<file path="config.mk">
export PLATFORM = sky130hd
export DESIGN_NAME = memory_wishbone_arbiter
export DESIGN_NICKNAME = d
export VERILOG_FILES = /design/src/rtl/memory_wishbone_arbiter.sv
export SDC_FILE = /design/constraint.sdc
export NUM_CORES = 1
export LEC_CHECK = 0
export BUFFER_PORTS_ARGS = -buffer_cell sky130_fd_sc_hd__buf_2
export CAP_MARGIN = 20
export CORE_AREA = 3 3 349 351
export CTS_CLUSTER_DIAMETER = 60
export DETAILED_ROUTE_END_ITERATION = 8
export DIE_AREA = 0 0 352 354
export PLACE_DENSITY = 0.33
export SYNTH_ARGS = -nofsm -noshare
export SYNTH_HDL_FRONTEND = slang
export SYNTH_SLANG_ARGS = --single-unit
</file>
<file path="constraint.sdc">
create_clock -name clk -period 6.8 [get_ports clk]
set_input_delay 1.02 -clock clk [delete_from_list [all_inputs] [get_ports clk]]
set_output_delay 1.02 -clock clk [all_outputs]
set_load 0.03 [all_outputs]
</file>
<file path="src/rtl/memory_wishbone_arbiter.sv">
// rtl/memory_wishbone_arbiter.sv - round-robin arbiter sharing one L2 wishbone slave between I- and D-cache masters
module memory_wishbone_arbiter #(
    parameter int DATA_WIDTH = 128,
    parameter int ADDR_WIDTH = 12,
    parameter int SEL_WIDTH  = 16,
    parameter int TIMEOUT    = 255,
    parameter int CNT_WIDTH  = 16
) (
    input  logic                  clk,
    input  logic                  reset_n,
    input  logic                  i_cyc,
    input  logic                  i_stb,
    input  logic                  i_we,
    input  logic [SEL_WIDTH-1:0]  i_sel,
    input  logic [ADDR_WIDTH-1:0] i_adr,
    input  logic [DATA_WIDTH-1:0] i_dat_m,
    output logic [DATA_WIDTH-1:0] i_dat_s,
    output logic                  i_ack,
    output logic                  i_rty,
    input  logic                  d_cyc,
    input  logic                  d_stb,
    input  logic                  d_we,
    input  logic [SEL_WIDTH-1:0]  d_sel,
    input  logic [ADDR_WIDTH-1:0] d_adr,
    input  logic [DATA_WIDTH-1:0] d_dat_m,
    output logic [DATA_WIDTH-1:0] d_dat_s,
    output logic                  d_ack,
    output logic                  d_rty,
    output logic                  s_cyc,
    output logic                  s_stb,
    output logic                  s_we,
    output logic [SEL_WIDTH-1:0]  s_sel,
    output logic [ADDR_WIDTH-1:0] s_adr,
    output logic [DATA_WIDTH-1:0] s_dat_m,
    input  logic [DATA_WIDTH-1:0] s_dat_s,
    input  logic                  s_ack,
    input  logic                  s_rty,
    output logic                  grant_i,
    output logic                  grant_d,
    output logic                  timeout_err,
    output logic [CNT_WIDTH-1:0]  i_grant_count,
    output logic [CNT_WIDTH-1:0]  d_grant_count
);

    localparam int              WD_W     = (TIMEOUT > 1) ? $clog2(TIMEOUT + 1) : 1;
    localparam logic [WD_W-1:0] WD_LIMIT = WD_W'(TIMEOUT);
    localparam bit              WD_EN    = (TIMEOUT != 0);

    typedef enum logic [1:0] {
        IDLE   = 2'd0,
        BUSY_I = 2'd1,
        BUSY_D = 2'd2
    } state_t;

    state_t              state;
    state_t              state_next;
    logic                last_d;
    logic [WD_W-1:0]     wdog;
    logic                req_i;
    logic                req_d;
    logic                busy_i;
    logic                busy_d;
    logic                busy;
    logic                expire;
    logic                own_cyc;
    logic                own_stb;
    logic                own_we;
    logic [SEL_WIDTH-1:0]  own_sel;
    logic [ADDR_WIDTH-1:0] own_adr;
    logic [DATA_WIDTH-1:0] own_dat;

    always_comb begin
        req_i   = i_cyc & i_stb;
        req_d   = d_cyc & d_stb;
        busy_i  = (state == BUSY_I);
        busy_d  = (state == BUSY_D);
        busy    = busy_i | busy_d;
        own_cyc = busy_i ? i_cyc   : d_cyc;
        own_stb = busy_i ? i_stb   : d_stb;
        own_we  = busy_i ? i_we    : d_we;
        own_sel = busy_i ? i_sel   : d_sel;
        own_adr = busy_i ? i_adr   : d_adr;
        own_dat = busy_i ? i_dat_m : d_dat_m;
        // An ack or retry in the expiry cycle is a normal completion, not a timeout.
        expire  = WD_EN && busy && (wdog == WD_LIMIT) && !s_ack && !s_rty;
    end

    always_comb begin
        s_cyc       = busy & own_cyc & ~expire;
        s_stb       = busy & own_stb & ~expire;
        s_we        = busy & own_we;
        s_sel       = busy ? own_sel : '0;
        s_adr       = busy ? own_adr : '0;
        s_dat_m     = busy ? own_dat : '0;
        i_dat_s     = s_dat_s;
        d_dat_s     = s_dat_s;
        i_ack       = busy_i & s_ack;
        i_rty       = busy_i & (s_rty | expire);
        d_ack       = busy_d & s_ack;
        d_rty       = busy_d & (s_rty | expire);
        grant_i     = busy_i;
        grant_d     = busy_d;
        timeout_err = expire;
    end

    always_comb begin
        state_next = state;
        case (state)
            IDLE: begin
                // On a tie, the master that did not win last time takes the slave.
                if (req_i && (!req_d || last_d)) begin
                    state_next = BUSY_I;
                end else if (req_d) begin
                    state_next = BUSY_D;
                end
            end
            BUSY_I, BUSY_D: begin
                if (!own_cyc || s_ack || s_rty || expire) begin
                    state_next = IDLE;
                end
            end
            default: state_next = IDLE;
        endcase
    end

    always_ff @(posedge clk or negedge reset_n) begin
        if (!reset_n) begin
            state         <= IDLE;
            last_d        <= 1'b0;
            wdog          <= '0;
            i_grant_count <= '0;
            d_grant_count <= '0;
        end else begin
            state <= state_next;
            if (state == IDLE && state_next == BUSY_I) begin
                last_d        <= 1'b0;
                i_grant_count <= i_grant_count + CNT_WIDTH'(1);
            end
            if (state == IDLE && state_next == BUSY_D) begin
                last_d        <= 1'b1;
                d_grant_count <= d_grant_count + CNT_WIDTH'(1);
            end
            if (WD_EN && busy && state_next != IDLE) begin
                wdog <= wdog + WD_W'(1);
            end else begin
                wdog <= '0;
            end
        end
    end

endmodule

</file>
* After elaboration in Yosys (flattened, before gate mapping)
Index checks and enable logic that the tools add are counted.
** Word-level totals
- Bits in registers :: 43
- Output and inout bits :: 454
** Operators by class
- Add/subtract/negate cells :: 3
- Equal/unequal tests :: 5
- Mux-type cells :: 16
- Bitwise logic cells :: 14
- Reductions and logical operators :: 19
** Operators with widths (number)
- $mux W128 :: 2
- $add A16 B1 Y16 const B :: 2
- $mux W16 :: 2
- $mux W12 :: 2
- $and A1 B1 Y1 :: 11
- $add A8 B1 Y8 const B :: 1
- $eq A8 B8 Y1 const B :: 1
- $mux W8 :: 1
- $logic_and A1 B1 Y1 :: 7
- $mux W2 :: 3
- $mux W1 :: 5
- $eq A2 B1 Y1 const B :: 2
- $eq A2 B2 Y1 const B :: 2
- $logic_not A1 Y1 :: 4
- $logic_or A1 B1 Y1 :: 4
- $pmux W2 S2 :: 1
- $reduce_bool A2 Y1 :: 2
- $logic_not A2 Y1 :: 1
- $or A1 B1 Y1 :: 2
- $reduce_or A2 Y1 :: 1
- $not A1 Y1 :: 1

* Longest topological paths before layout
Gate-level depths: netlist of run 1.
- Word-level depth :: 12
- Depth in mapped cells :: 9
- Gate-level depth less buffers :: 7

* Worst setup path after synthesis of run 1
No wires, ideal clock.
- Path kind :: reg-to-output
- Start point :: register state[1]
- End point :: output s_dat_m[100]
- Data arrival time :: 2.374 ns
- Setup slack :: 3.406 ns
- Cell stages (with the launch flop) :: 8
- Buffers on the path :: 3
- Path through :: dfrtp_1 > inv_1 > ha_1 > buf_2 > clkbuf_1 > buf_1 > mux2i_1 > nor2_1
** On the way
- Longest elaborated chain between the ends :: 3
- Elaborated cells between the ends (all ways) :: 5
** Ends and longest elaborated chain
- from (decl) :: RTL line 55 : state_t state;
- from (signal assigned) :: RTL line 134 : state <= state_next;
- $eq A2 B1 Y1 * :: RTL line 75 : busy_i = (state == BUSY_I);
- named net grant_i :: RTL line 38 : output logic grant_i,
- $mux W128 / $or A1 B1 Y1 (equally long branches) :: RTL line 83, 77
- $mux W128 * :: RTL line 94 : s_dat_m = busy ? own_dat : '0;
- to (decl) :: RTL line 34 : output logic [DATA_WIDTH-1:0] s_dat_m,
Mark *: on every way through the listed nets, which the timed path passes. The rest lies on a longest branch.

* Worst setup path in the final report of run 1
- Start point :: register state[1]
- End point :: output s_dat_m[54]
** On the way
- Longest elaborated chain between the ends :: 3
- Elaborated cells between the ends (all ways) :: 5
** Ends and longest elaborated chain (RTL line)
- $eq A2 B1 Y1 / $eq A2 B2 Y1 (equally long branches) :: 75, 76
- $mux W128 / $or A1 B1 Y1 (equally long branches) :: 83, 77
- $mux W128 * :: 94
Mark *: on every way between the ends. The rest lies on a longest branch, timed or not.

==> impl_summary.txt, run 1 <==
----------------------------------------------------
[Clock network]
  Maximum number of buffers from clock root to sink ... 2
  Number of gates resized after cts ... 0
  Num Clock Sinks ... 43
  Clock slew at the register clock pins of the worst setup and hold paths ... 70 ps
  Clock latency at the later pin of the worst-skew pair ... approximately 290 ps
  Number of buffers added to fix hold violations after cts ... 0
  Number of setup buffers added after CTS ... 0
  Number of CTS-inserted buffers ... 5
  Deepest level of the CTS H-tree ... 2
  Clock root buffer ... clkbuf_16
  CTS tree ... done

[Detailed routing]
  Total routed wirelength ... 60.7 mm
  Count of TritonRoute iterations in the first routing pass ... 4
  Wire length on met2 ... approximately 28 mm
  Total number of vias ... ~6,500
  Met3 Routed Length ... 12.0 mm
  Average routed wire per standard cell ... about 23 um
  Average vias per placed instance ... approximately 2.4
  Highest metal layer with signal wires ... met5
  Drc violations ... 0
  Initial detailed-routing violation count ... 236
  Met1 wire length ... slightly below 20 mm
  Antenna Nets Post-Route ... 0

[Synthesis]
  Post-Syn Nets ... ~1,300
  Total of warnings raised by yosys ... 0
  Cell type contributing the most total cell area after synthesis ... buf_4
  Count of cell types in the netlist ... 40
  EDFF count, synth ... 0
  Async SR Flop Fraction ... 1.00
  Main synth FF type ... dfrtp_1
  Number of synthesized register bits ... 43
  Syn avg cell area ... between 7 and 8 sq um
  Syn Std Cell Area ... 6470 sq um
  Number of instances in the synthesized netlist ... roughly 800
  Top post-synthesis cells by area ... buf_4 (30%), mux2i_1 (25%), dfrtp_1 (17%), nor2_1 (10%), xnor2_1 (2.4%)
  Fraction of post-synthesis cell area in the top cell type by area ... 0.297
  Fraction of the yosys area taken by sequential cells ... 0.166

[Placed design]
  Count of input and output buffers ... between 500 and 600
  HPWL Detailed ... approximately 56 mm
  Dpl cell area ... between 9000 and 10,000 sq um
  Weighted congestion at the end of routability-driven global placement ... about 0.91

[Layout]
  Total area of multi-input combinational cells ... 3310 sq um
  Synth-to-Final Area Change ... 43.9%
  Final Net Count ... 1,514
  FF/Latch Area ... around 1100 sq um
  Number of filler instances in the final layout ... 14,200
  Share of final-layout standard cells stronger than drive strength 1 ... 0.521
  Finished layout cell area ... 9310 sq um

[Global routing]
  Pin count of the biggest net entering global routing ... 86
  Antenna violations before repair ... 14
  Global-route wire length before repair ... around 75 mm
  Gr usage total ... 0.0916
  Total congestion overflow ... 0
  Via count of the first global-routing pass ... ~7,000

[Timing]
  Final-layout worst hold slack ... around 470 ps
  Hold violation total from the final report ... 0
  Setup repair after global routing missed its margin ... false
  Clock skew ... around 9 ps
  Crit share post-route ... 0.611
  Time the worst path needs with I/O delays and setup ... between 4000 and 5000 ps
  Setup TNS after final layout ... 0 ps
  Top achievable clock speed ... about 240 MHz
  Max Slew Vio Count ... 0
  Tightest slew margin relative to the limit ... 0.353
  Slew at the pin closest to its max-slew limit ... between 900 and 1000 ps
  Number of failing setup endpoints in the final timing report ... 0

[Floorplanning]
  Die Y ... between 300 and 400 um
  Starting Density ... 0.0542
  Top-level port count ... around 900
  Width of the die ... approximately 350 um
  Number of placement rows ... roughly 130
  Area of the core ... 119,000 sq um
  Die Outline Area ... 125,000 sq um

[Setup path]
  Crit path DAT ... 3130 ps
  CP Class ... flip-flop to output port
  Data required time at the worst endpoint ... roughly 5800 ps
  Critical path capture point type ... output port
  Type of origin of the critical path ... flip-flop
  Max Fanout on Critical Path ... 66

[Power]
  Clock Power Share ... 0.082
  Net switching share of the total power ... 0.653
  Power density over the cells ... 380 nW/um^2
  Sequential share of power ... 0.097
  Comb pwr share ... 0.821
  Static leakage power ... approximately 4.2 nW
  Net switching power figure ... roughly 2.3 mW
  Cell internal power dissipation ... roughly 1.2 mW
  Peak supply drop ... about 0.15 mV
  Post-layout total power ... between 3 and 4 mW

[Hold path]
  Tightest Hold Check Type ... flip-flop to flip-flop

[Status]
  Run status ... finished, final reports clean

[Run]
  Maximum capacitance violations ... 0

----------------------------------------------------
layer usage:
metal  global-route usage  vias to the layer above
met5                    0                        -
met1               0.0847                     2826
met3               0.0814                       53
met4               0.0183                        4
met2                0.152                      690
li1                     -                     2922
metrics by stage:
| step | util | setup slack, ps | instances |
|---|---|---|---|
| global route | 0.0779 | 2370 | 2670 |
| detailed placement | 0.0764 | 2900 | 2661 |
| floorplan | - | 3410 | 815 |
| CTS | 0.0778 | 2590 | 2669 |
| global placement | 0.0763 | 2950 | 2660 |
| finish | 0.0780 | 2650 | 2673 |
worst paths after layout:
| path | startpoint | endpoint | slack (ps) | cells after the start |
|---|---|---|---|---|
| min reg2reg | d_grant_count[15] | d_grant_count[15] | 470 | 1 |
| min in group asynchronous | reset_n | d_grant_count[11] | 810 | 2 |
| max reg2reg | state[1] | d_grant_count[1] | 3680 | 7 |
| min | d_grant_count[15] | d_grant_count[15] | 470 | 1 |
| max | state[1] | s_dat_m[54] | 2650 | 7 |
| max in group asynchronous | reset_n | i_grant_count[11] | 5560 | 2 |
Yosys cell counts (all sizes together) (3+ instances only):
master / n
nand3: 20
and2: 3
xor2: 18
a32o: 3
nor4: 6
and3: 11
clkbuf: 18
nand4b: 3
inv: 4
mux2i: 159
nor3: 8
nand2: 13
nand4: 5
dfrtp: 43
buf: 278
xnor2: 18
ha: 7
nor2: 174
cell families (layout without fill, tap and decap cells):
kind of cell               Yosys count  in the layout  synth area share
buffers and inverters              301            544             0.324
and+or+nand+nor                    255            255             0.177
muxes                              161            161             0.250
DFF                                 43             43             0.166
xor gates and xnor gates            36             36            0.0488
AOI/OAI and AO/OA                   12             12            0.0205
adders and majority gates            7              7            0.0135
other                                0              3                 0
sequential cells by signal, indices dropped and copies added, names as in the netlist:
signal and flops:
d_grant_count 16, i_grant_count 16, wdog 8, state 2
last_d 1
cells in the final DEF, fill, tap and decap left out, drive strengths merged, types with 2 or more instances in the layout:
cell type,synthesis,final
a311o,2,2
nor2b,2,2
mux2i,159,159
nand3b,2,2
a32o,3,3
dfrtp,43,43
nor4,6,6
xor2,18,18
nand4,5,5
nand4b,3,3
clkbuf,18,6
xnor2,18,18
nor2,174,174
ha,7,7
inv,4,5
nand2,13,13
and3,11,11
nand3,20,20
nor3,8,8
o21ai,2,2
mux2,2,2
diode,0,3
and2,3,3
nand2b,2,2
buf,278,531
power by group through the flow:
stage | registers [mW] | logic (mW) | clock network (mW)
3_3_place_gp | 0.349 | 2.99 | 0
3_5_place_dp | 0.348 | 3.00 | 0
2_1_floorplan | 0.379 | 2.03 | 0
4_1_cts | 0.344 | 3.01 | 0.302
5_1_grt | 0.350 | 3.12 | 0.310
6_report | 0.343 | 2.90 | 0.289
area by class of cell:
type                            instances  area share
Clock buffer                            6      0.0149
Tap cell                             1612       0.217
Timing Repair Buffer                  531       0.290
Multi-Input combinational cell        471       0.355
Inverter                                5     0.00255
Antenna cell                            3    0.000807
Clock inverter                          2     0.00376
Sequential cell                        43       0.116
critical path, cell delays in order (launching register included):
cell,delay (ps)
dfrtp_1,470
inv_1,160
ha_4,500
buf_12,400
buf_4,500
mux2i_1,320
nor2_1,80
buf_2,220
(Power assumes the default switching activity.)
==> run 2, diff against run 1 <==
--- a/config.mk
+++ b/config.mk
@@ -7,11 +7,11 @@
 export LEC_CHECK = 0
 export BUFFER_PORTS_ARGS = -buffer_cell sky130_fd_sc_hd__buf_2
 export CAP_MARGIN = 20
-export CORE_AREA = 3 3 349 351
+export CORE_AREA = 3 3 346 348
 export CTS_CLUSTER_DIAMETER = 60
 export DETAILED_ROUTE_END_ITERATION = 8
-export DIE_AREA = 0 0 352 354
-export PLACE_DENSITY = 0.33
+export DIE_AREA = 0 0 349 351
+export PLACE_DENSITY = 0.34
 export SYNTH_ARGS = -nofsm -noshare
 export SYNTH_HDL_FRONTEND = slang
 export SYNTH_SLANG_ARGS = --single-unit
==> constraint.sdc (replaced) <==
create_clock -name clk -period 3.74 [get_ports clk]
set_input_delay 0.561 -clock clk [delete_from_list [all_inputs] [get_ports clk]]
set_output_delay 0.561 -clock clk [all_outputs]
set_load 0.03 [all_outputs]
==> impl_summary.txt, run 2 (synthesis results as in run 1) <==
----------------------------------------------------
[Status]
  Run status ... finished, final reports clean (unchanged)

[Clock network]
  Number of CTS-inserted buffers ... 5 (unchanged)
  Number of setup buffers added after CTS ... 0 (unchanged)
  Maximum number of buffers from clock root to sink ... 2 (unchanged)
  Clock root buffer ... clkbuf_16 (unchanged)
  Clock latency at the later pin of the worst-skew pair ... 290 ps (about the same)
  CTS tree ... done (unchanged)
  Clock slew at the register clock pins of the worst setup and hold paths ... 60 ps (was 70 ps)
  Deepest level of the CTS H-tree ... 2 (unchanged)
  Number of buffers added to fix hold violations after cts ... 0 (unchanged)
  Number of gates resized after cts ... 0 (unchanged)
  Num Clock Sinks ... 43 (unchanged)

[Global routing]
  Met2 track utilization from global routing ... 0.139 (was 0.152)
  Most crowded layer after global routing ... met2 (unchanged)
  Total congestion overflow ... 0 (unchanged)
  Global-route wire length before repair ... 71.7 mm (was 74.8 mm)
  Met1 capacity usage during global routing ... 0.0888 (was 0.0847)
  Met3 demand-to-capacity share in global routing ... 0.0825 (was 0.0814)
  Via count of the first global-routing pass ... 6,634 (was 6,809)
  Antenna violations before repair ... 18 (was 14)
  Pin count of the biggest net entering global routing ... 71 (was 86)
  Gr usage total ... 0.0901 (was 0.0916)

[Detailed routing]
  Initial detailed-routing violation count ... 297 (was 236)
  Total routed wirelength ... 59.9 mm (was 60.7 mm)
  Antenna Nets Post-Route ... 0 (unchanged)
  Average routed wire per standard cell ... 23.0 um (was 22.7 um)
  Drc violations ... 0 (unchanged)
  Count of TritonRoute iterations in the first routing pass ... 5 (was 4)
  Average vias per placed instance ... 2.49 (was 2.43)
  Total number of vias ... 6,493 (was 6,495)

[Floorplanning]
  Starting Density ... 0.0555 (was 0.0542)
  Width of the die ... 349 um (was 352 um)
  Die Y ... 351 um (was 354 um)
  Area of the core ... 117,000 sq um (was 119,000 sq um)
  Top-level port count ... 904 (unchanged)
  Die Outline Area ... 122,000 sq um (was 125,000 sq um)
  Number of placement rows ... 125 (was 127)

[Timing]
  Final-layout worst hold slack ... 217 ps (was 468 ps)
  Time the worst path needs with I/O delays and setup ... 3270 ps
  Slew at the pin closest to its max-slew limit ... 850 ps (was 943 ps)
  Setup TNS after final layout ... 0 ps (unchanged)
  Crit share post-route ... 0.873
  Clock skew ... 5.86 ps (was 9.26 ps)
  Tightest slew margin relative to the limit ... 0.417 (was 0.353)
  Setup repair after global routing missed its margin ... false (unchanged)
  Max Slew Vio Count ... 0 (unchanged)
  Hold violation total from the final report ... 0 (unchanged)
  Top achievable clock speed ... ~300 MHz
  Number of failing setup endpoints in the final timing report ... 0 (unchanged)

[Placed design]
  Count of input and output buffers ... 519 (unchanged)
  HPWL Detailed ... 55.0 mm (was 55.6 mm)
  Dpl cell area ... 9160 sq um (was 9110 sq um)
  Weighted congestion at the end of routability-driven global placement ... 0.735 (was 0.909)

[Layout]
  Share of final-layout standard cells stronger than drive strength 1 ... 0.528 (was 0.521)
  Registers with the most flip-flops ... d_grant_count: 16 flops, i_grant_count: 16 flops, wdog: 8 flops (unchanged)
  Total area of multi-input combinational cells ... 3310 sq um (about the same)
  Most common cell after layout, fill and taps aside ... buf_2 (unchanged)
  Finished layout cell area ... 9380 sq um (was 9310 sq um)
  FF/Latch Area ... 1080 sq um (unchanged)
  Number of filler instances in the final layout ... 13,800 (was 14,200)
  Final Net Count ... 1,527 (was 1,514)
  Synth-to-Final Area Change ... 45.0% (was 43.9%)
  Leading cell types in the layout, fill and taps excluded ... buf_2 (519), nor2_1 (174), mux2i_1 (157), dfrtp_1 (43), nand3_1 (20) (was buf_2 (519), nor2_1 (174), mux2i_1 (159), dfrtp_1 (43), nand3_1 (20))

[Setup path]
  Critical path capture point type ... output port (unchanged)
  Max Fanout on Critical Path ... 32 (was 66)
  CP Class ... flip-flop to output port (unchanged)
  Type of origin of the critical path ... flip-flop (unchanged)
  Reg2Reg Setup Slack ... 870 ps (was 3680 ps)
  Crit path DAT ... 2700 ps (was 3130 ps)
  Data required time at the worst endpoint ... 3180 ps (was 5780 ps)

[Hold path]
  Tightest Hold Check Type ... input port to asynchronous set/reset pin (was flip-flop to flip-flop)

[Power]
  Power density over the cells ... 702 nW/um^2 (was 380 nW/um^2)
  Static leakage power ... 4.29 nW (was 4.20 nW)
  Peak supply drop ... 0.288 mV (was 0.146 mV)

[Run]
  Maximum capacitance violations ... 0 (unchanged)

----------------------------------------------------
-- run 2: cell count changes in the layout (fill, tap and decap cells not counted) --
cell	before	now
diode_2	3	10
buf_6	1	0
mux2i_2	0	2
mux2i_1	159	157
buf_4	10	19
buf_12	1	6
-- run 2: cell type report --
cell class                      count  area share
Clock inverter                      2     0.00374
Inverter                            5     0.00253
Clock buffer                        6      0.0148
Timing Repair Buffer              544       0.305
Sequential cell                    43       0.115
Antenna cell                       10     0.00267
Multi-Input combinational cell    471       0.353
Tap cell                         1524       0.203
-- run 2: stage by stage --
step           cells  setup WS, ps  utilization  power (mW)
4_1_cts         2594           248       0.0801        6.82
2_1_floorplan    815           805            -        4.38
5_1_grt         2601           195       0.0804        7.04
3_5_place_dp    2586           572       0.0786        6.27
3_3_place_gp    2586           578       0.0786        6.28
6_report        2605           474       0.0805        6.59
-- run 2: worst paths after layout --
path / start / endpoint / cells after the start
max: state[1] / s_dat_m[27] / 7
min: reset_n / d_grant_count[11] / 1
max reg2reg: state[1] / i_grant_count[1] / 7
min reg2reg: i_grant_count[15] / i_grant_count[15] / 1
max in group asynchronous: reset_n / i_grant_count[2] / 2
min in group clk: i_grant_count[15] / i_grant_count[15] / 1
-- run 2: worst max-delay path, cell delays in order, from the launching register on --
cell     delay, ps
dfrtp_1        480
inv_1          150
ha_4           260
buf_12         210
buf_12         260
mux2i_1        730
nor2_1          80
buf_2          210
-- run 2: power by group --
part | internal [mW] | switching, mW | leakage, nW
logic | 1.49 | 3.95 | 3.62
registers | 0.526 | 0.0924 | 0.578
clock network | 0.333 | 0.193 | 0.0869
-- run 2: layer usage --
metal  part of all wire  wire [um]
met4              0.022       1330
met2               0.43      26000
met3               0.21      12400
met1               0.34      20200
met5            0.00050         30
